[config.mk]
export PLATFORM = sky130hd
export DESIGN_NAME = regfile_sb
export DESIGN_NICKNAME = d
export VERILOG_FILES = /design/src/rtl/regfile_sb.sv
export SDC_FILE = /design/constraint.sdc
export NUM_CORES = 1
export LEC_CHECK = 0
export BUFFER_PORTS_ARGS = -buffer_cell sky130_fd_sc_hd__buf_4
export CORE_MARGIN = 2
export CORE_UTILIZATION = 45
export CTS_CLUSTER_DIAMETER = 60
export DETAILED_ROUTE_END_ITERATION = 6
export GPL_TIMING_DRIVEN = 0
export HOLD_SLACK_MARGIN = 0.08
export PLACE_DENSITY_LB_ADDON = 0.15
export SYNTH_ARGS = -nofsm -noshare
export SYNTH_HDL_FRONTEND = slang
export SYNTH_SLANG_ARGS = --single-unit
[constraint.sdc]
create_clock -name clk -period 5.64 [get_ports clk]
set_input_delay 1.128 -clock clk [delete_from_list [all_inputs] [get_ports clk]]
set_output_delay 1.128 -clock clk [all_outputs]
set_load 0.05 [all_outputs]
[src/rtl/regfile_sb.sv]
// regfile_sb: register file with two combinational read ports and one clocked
// write port. A per-register busy bit tracks pending results: issue sets it,
// writeback clears it. An optional bypass forwards the write port to the read
// ports in the same cycle. Register 0 is hard-wired to zero and is never busy.
module regfile_sb #(
    parameter int WIDTH  = 8,
    parameter int ABITS  = 4,
    parameter bit BYPASS = 1'b1
) (
    input  logic             clk,
    input  logic             reset,
    input  logic             we3,
    input  logic [ABITS-1:0] wa3,
    input  logic [WIDTH-1:0] wd3,
    input  logic [ABITS-1:0] ra1,
    input  logic [ABITS-1:0] ra2,
    output logic [WIDTH-1:0] rd1,
    output logic [WIDTH-1:0] rd2,
    input  logic             iss,
    input  logic [ABITS-1:0] ia,
    output logic             busy1,
    output logic             busy2,
    output logic [ABITS:0]   pend_cnt
);

    localparam int DEPTH = 1 << ABITS;

    logic [WIDTH-1:0] regb_q [DEPTH];
    logic [DEPTH-1:0] busy_q;
    logic [DEPTH-1:0] busy_d;
    logic [ABITS:0]   pend_q;
    logic [ABITS:0]   pend_d;

    logic wr_en;
    logic is_en;

    // Writes and issues targeting register 0 are discarded.
    assign wr_en = we3 && (wa3 != '0);
    assign is_en = iss && (ia != '0);

    // Next busy vector: writeback clears first, issue then sets, so a same-edge
    // write and issue to one register leaves it pending on the new producer.
    always_comb begin
        busy_d = busy_q;
        if (wr_en) begin
            busy_d[wa3] = 1'b0;
        end
        if (is_en) begin
            busy_d[ia] = 1'b1;
        end
        busy_d[0] = 1'b0;
    end

    // Pending count is the popcount of the next busy vector, registered with it.
    always_comb begin
        pend_d = '0;
        for (int i = 0; i < DEPTH; i++) begin
            pend_d = pend_d + {{ABITS{1'b0}}, busy_d[i]};
        end
    end

    // Data storage: register 0 is never written, so it stays at its reset value.
    always_ff @(posedge clk or posedge reset) begin
        if (reset) begin
            for (int i = 0; i < DEPTH; i++) begin
                regb_q[i] <= '0;
            end
        end else if (wr_en) begin
            regb_q[wa3] <= wd3;
        end
    end

    // Scoreboard state: busy bits and their registered count.
    always_ff @(posedge clk or posedge reset) begin
        if (reset) begin
            busy_q <= '0;
            pend_q <= '0;
        end else begin
            busy_q <= busy_d;
            pend_q <= pend_d;
        end
    end

    // Read port 1: stored value, or the in-flight write when forwarding is on.
    always_comb begin
        rd1   = regb_q[ra1];
        busy1 = busy_q[ra1];
        if (BYPASS && wr_en && (wa3 == ra1)) begin
            rd1   = wd3;
            busy1 = 1'b0;
        end
    end

    // Read port 2: identical behaviour to port 1.
    always_comb begin
        rd2   = regb_q[ra2];
        busy2 = busy_q[ra2];
        if (BYPASS && wr_en && (wa3 == ra2)) begin
            rd2   = wd3;
            busy2 = 1'b0;
        end
    end

    assign pend_cnt = pend_q;

endmodule

# Word-level counts from Yosys, hierarchy flattened
# Cells that the tools add are included.
[classes]
add_sub_neg = 14
order_cmp = 10
n_eq_ne = 2
muxes = 23
bitwise_logic = 6
reduce_logical = 9
[op_table]
columns = ["operator", "n"]
rows = [
  ["$bwmux W128", 1],
  ["$bmux W8 S4", 2],
  ["$mux W8", 7],
  ["$add A5 B1 Y5", 10],
  ["$demux W8 S4", 1],
  ["$mux W16", 2],
  ["$lt A4 B5 Y1 const B", 4],
  ["$and A16 B16 Y16", 1],
  ["$not A16 Y16", 1],
  ["$or A16 B16 Y16", 1],
  ["$ge A5 B5 Y1 const B", 3],
  ["$not A4 Y5", 3],
  ["$bmux W1 S4", 2],
  ["$demux W1 S4", 2],
  ["$eq A4 B4 Y1", 2],
  ["$ge A4 B1 Y1 const B", 2],
  ["$reduce_bool A4 Y1", 2],
  ["$logic_and A1 B1 Y1", 7],
  ["$mux W1", 6],
  ["$add A4 B1 Y5", 1],
  ["$lt A5 B1 Y1 const B", 1],
  ["$add A3 B1 Y4", 1],
  ["$add A2 B1 Y3", 1],
  ["$add A1 B1 Y2", 1],
]
[word_totals]
regBits = 148
input_bits = 28
output_inout_bits = 23

# Depth between registers and ports, before layout
[depth]
ltp_word = 23
ltp_mapped = 18
mapped_depth_nobuf = 16

# Worst setup path before layout
# No wires, ideal clock.
[synth_timing]
path_type = "input-to-reg"
from = "in wa3[3]"
to = "reg pend_q[1] (netlist: pend_cnt[1])"
setup_ns = 0.064
t_arrival_ns = 5.268
t_required_ns = 5.576
setup_slack_ns = 0.308
cell_stages = 18
path_buffers = 2
cell_sequence = "buf_2 -> nand3b_1 -> or3_1 -> buf_2 -> nand2_1 -> o21ai_0 -> fa_1 -> inv_1 -> fa_1 -> inv_1 -> fa_1 -> inv_1 -> fa_1 -> inv_1 -> fa_1 -> inv_1 -> fa_1 -> inv_1"
[synth_between]
word_cells_on_any_way = 26
cone_classes = "add/sub (14); order compare (2); mux (4); bitwise (3); reduce/logical (3)"
[synth_lines]
columns = ["element", "line", "rtl"]
rows = [
  ["start: declaration", "13", "input logic [ABITS-1:0] wa3,"],
  ["$lt A4 B5 Y1 (implied by the code) or $ge A4 B1 Y1 (tied branches)", "46", "busy_d[wa3] = 1'b0;"],
  ["$logic_and A1 B1 Y1 (implied by the code)", "46", ""],
  ["$mux W1 (implied by the code)", "46", ""],
  ["$demux W1 S4", "46", ""],
  ["$not A16 Y16 (no source line)", "-", ""],
  ["$and A16 B16 Y16 (no source line)", "-", ""],
  ["$mux W16 (*)", "45", "if (wr_en) begin"],
  ["$or A16 B16 Y16 (no source line)", "-", ""],
  ["$mux W16 (*)", "48", "if (is_en) begin"],
  ["net busy_d[4]", "30", "logic [DEPTH-1:0] busy_d;"],
  ["$add A3 B1 Y4 (*)", "58", "pend_d = pend_d + {{ABITS{1'b0}}, busy_d[i]};"],
  ["$add A4 B1 Y5 (*)", "58", ""],
  ["$add A5 B1 Y5 (*) (10 in a row)", "58", ""],
  ["net pend_d[1]", "32", "logic [ABITS:0] pend_d;"],
  ["end signal: assignment", "80", "pend_q <= pend_d;"],
  ["end: declaration", "31", "logic [ABITS:0] pend_q;"],
]
# Mark *: on every way through the listed nets, which the timed path passes. The rest lies on a longest branch.
# A chain may end at the register's enable or synchronous reset.

# Worst setup path in the final report
# Same ends and word-level chain as after synthesis.

==> metrics <==
clk_skew 7.66 ps; Async S/R FF share, synth 100%; Seq/Total Area, Yosys 43.1%; combinational share of power 35.2%; Setup Fix Bufs, Post-CTS 0; critical path endpoint category flip-flop; clock sink count 147; first-pass GRT wire length 36.8 mm; max-slew violations 0; Ports 51; total power 0.00416 W; clock power share 29.3%; Max Fclk 0.187 GHz; Root Driver clkbuf_16; RSZ-0062 raised after global routing no; CTS clk-pin slew, worst paths 70 ps; P_sw 0.00137 W; Place WS -118 ps; Iter 0 DRT Violations 299; number of flops mapped to enable cells by yosys 0; initial antenna violation count 0; Worst VDD drop 468 uV; Mapped Cells 573; CP Cell Sequence buf_2 > nand3b_1 > or3_1 > buf_2 > nand2_1 > o21ai_0 > fa_1 > inv_1 > fa_1 > inv_1 > fa_1 > inv_1 > fa_1 > inv_1 > fa_1 > inv_1 > fa_1 > inv_1; final setup TNS 0 ps; Final WS setup 296 ps; Crit Path Max Fanout 9; placed cells 847; critical path's largest stage delay 550 ps; DR vias 5430; Buf/Inv on CP 8; total CTS buffers 17; DIE HEIGHT 142 um; Setup Viol. Count Final 0; synth unique cells 36; Top FF cell, synth dfrtp_1; max-cap viol count 0; WP data required 6020 ps; cell internal pwr 0.00279 W; Rel. slew slack 22.6%; Leak 4.28 nW; CTS tree built; Total GRT Usage 25.8%; Via density 6.18; num rows 50; crit path DAT 5720 ps; Top delay family on crit path adder cells; Sw Ratio 33.0%; area of the multi-input gates 4460 um^2; remaining global-route overflow 0; Syn Area/Cell 14.9 um^2; Layout area overhead 14.6%; final WL 24.4 mm; PwrDens 426 nW/um^2; # DRC 0; layout cells sized above 1 46.5%; Synth Register Bits 147; largest net degree at the start of global routing 94; Hold Slack 480 ps; Hold-fix buffers, CTS 0; first-pass iteration count of the detailed router 4; Antenna Nets Post-Route 0; final cell count without fillers 879; minimum clock period 5340 ps; Final GP Congestion 0.867; # diodes 0; fin nets 672; Critical Path Source Type input port; DIE AREA 20100 um^2; FF+latch area 3680 um^2; core area 18600 um^2; Net Count, Synth 613; run status finished, final reports clean; Die X-Extent 142 um; CP Class input port to flip-flop; Worst-Margin Slew 1160 ps; initial core utilization 45.7%; later-pin clock latency in the skew report 430 ps; PortBufs 39; Synth Cell Area 8530 um^2; synth warn 0; Detail Placement HPWL 15.8 mm; endpoints failing hold 0; vias in the first global route 5774; CP max stage cell fa_1; HP Class flip-flop to flip-flop; filler cell count 1575; post-CTS sizing 0; CTS Buffer Depth 2; fin crit share 94.8%; register share of total power 35.5%; H-tree depth reported by CTS 4; Avg WL per Cell 27.8 um
power by group through the flow:
| stage | combinational (W) | clock (W) | sequential [W] |
|---|---|---|---|
| floorplan | 0.00110 | 0 | 0.00148 |
| global placement | 0.00145 | 0 | 0.00147 |
| detailed placement | 0.00148 | 0 | 0.00149 |
| CTS | 0.00148 | 0.00123 | 0.00147 |
| global route | 0.00160 | 0.00128 | 0.00151 |
| finish | 0.00146 | 0.00122 | 0.00148 |
cells in the mapped netlist, types with 10 or more instances:
cell type | instances | area [um^2]
fa_1 | 10 | 200
mux2i_1 | 51 | 510
buf_2 | 18 | 90.1
inv_1 | 25 | 93.8
clkbuf_1 | 20 | 75.1
dfrtp_1 | 147 | 3680
mux4_2 | 48 | 1080
mux2_2 | 137 | 1540
mux4_1 | 22 | 578
nor2_2 | 10 | 62.6
o21ai_0 | 16 | 80.1
metrics by stage:
stage                     instance area, um^2  utilization, %
after floorplan                          8530               -
after global placement                   9110            48.9
after detailed placement                 9150            49.1
after CTS                                9770            52.4
after global routing                     9770            52.4
final                                    9770            52.4
sequential cells by signal (all words and copies together), names as in the netlist:
register  cells
busy_q       15
pend_cnt      4
regb_q      128
final timing paths:
path                             startpoint          end  slack (ps)  cells after the start
min in group asynchronous             reset  regb_q[101]         740                      2
worst min register to register  regb_q[121]  regb_q[121]         480                      1
worst min-delay path            regb_q[121]  regb_q[121]         480                      1
worst max-delay path                 wa3[3]  pend_cnt[1]         300                     18
max in group asynchronous             reset   regb_q[15]        4060                      3
worst max register to register    busy_q[6]  pend_cnt[1]        1680                     14
placed cells by master, fill, tap and decap left out, types with 10 or more instances in the layout:
master / instances
buf_2: 18
buf_4: 42
clkbuf_1: 20
clkbuf_16: 17
dfrtp_1: 147
fa_1: 10
inv_1: 24
mux2_2: 137
mux2i_1: 51
mux4_1: 22
mux4_2: 48
nor2_2: 11
o21ai_0: 16
area by class of cell:
cell class,instances,share of cell area (%)
plain buffers,51,3.05
clock buffers,18,4.49
clock inverters,14,1.91
inverters,25,1.01
multi-input cells,350,45.6
flip-flops and latches,147,37.6
well taps,234,3.00
repair buffers,40,3.28
logic make-up (layout without fill, tap and decap cells):
group	count (synthesis)	after routing	synth area share, %
multiplexers	259	259	43.8
flip-flops	147	147	43.1
buffers and inverters	76	148	4.59
AND/OR/NAND/NOR	42	42	2.83
AO/OA/AOI/OAI	27	27	2.00
adder cells (fa/ha/maj)	12	12	2.64
XOR/XNOR	9	9	0.924
other	1	1	0.0440
layer usage:
layer / GRT usage [%] / up-vias / part of all wire [%]
li1: - / 2294 / -
met2: 41.4 / 163 / 48
met1: 34.2 / 2923 / 44
met5: 0 / - / 0
met4: 10.2 / 0 / 3.5
met3: 6.21 / 50 / 4.4
Power figures use the tool's default switching activity.
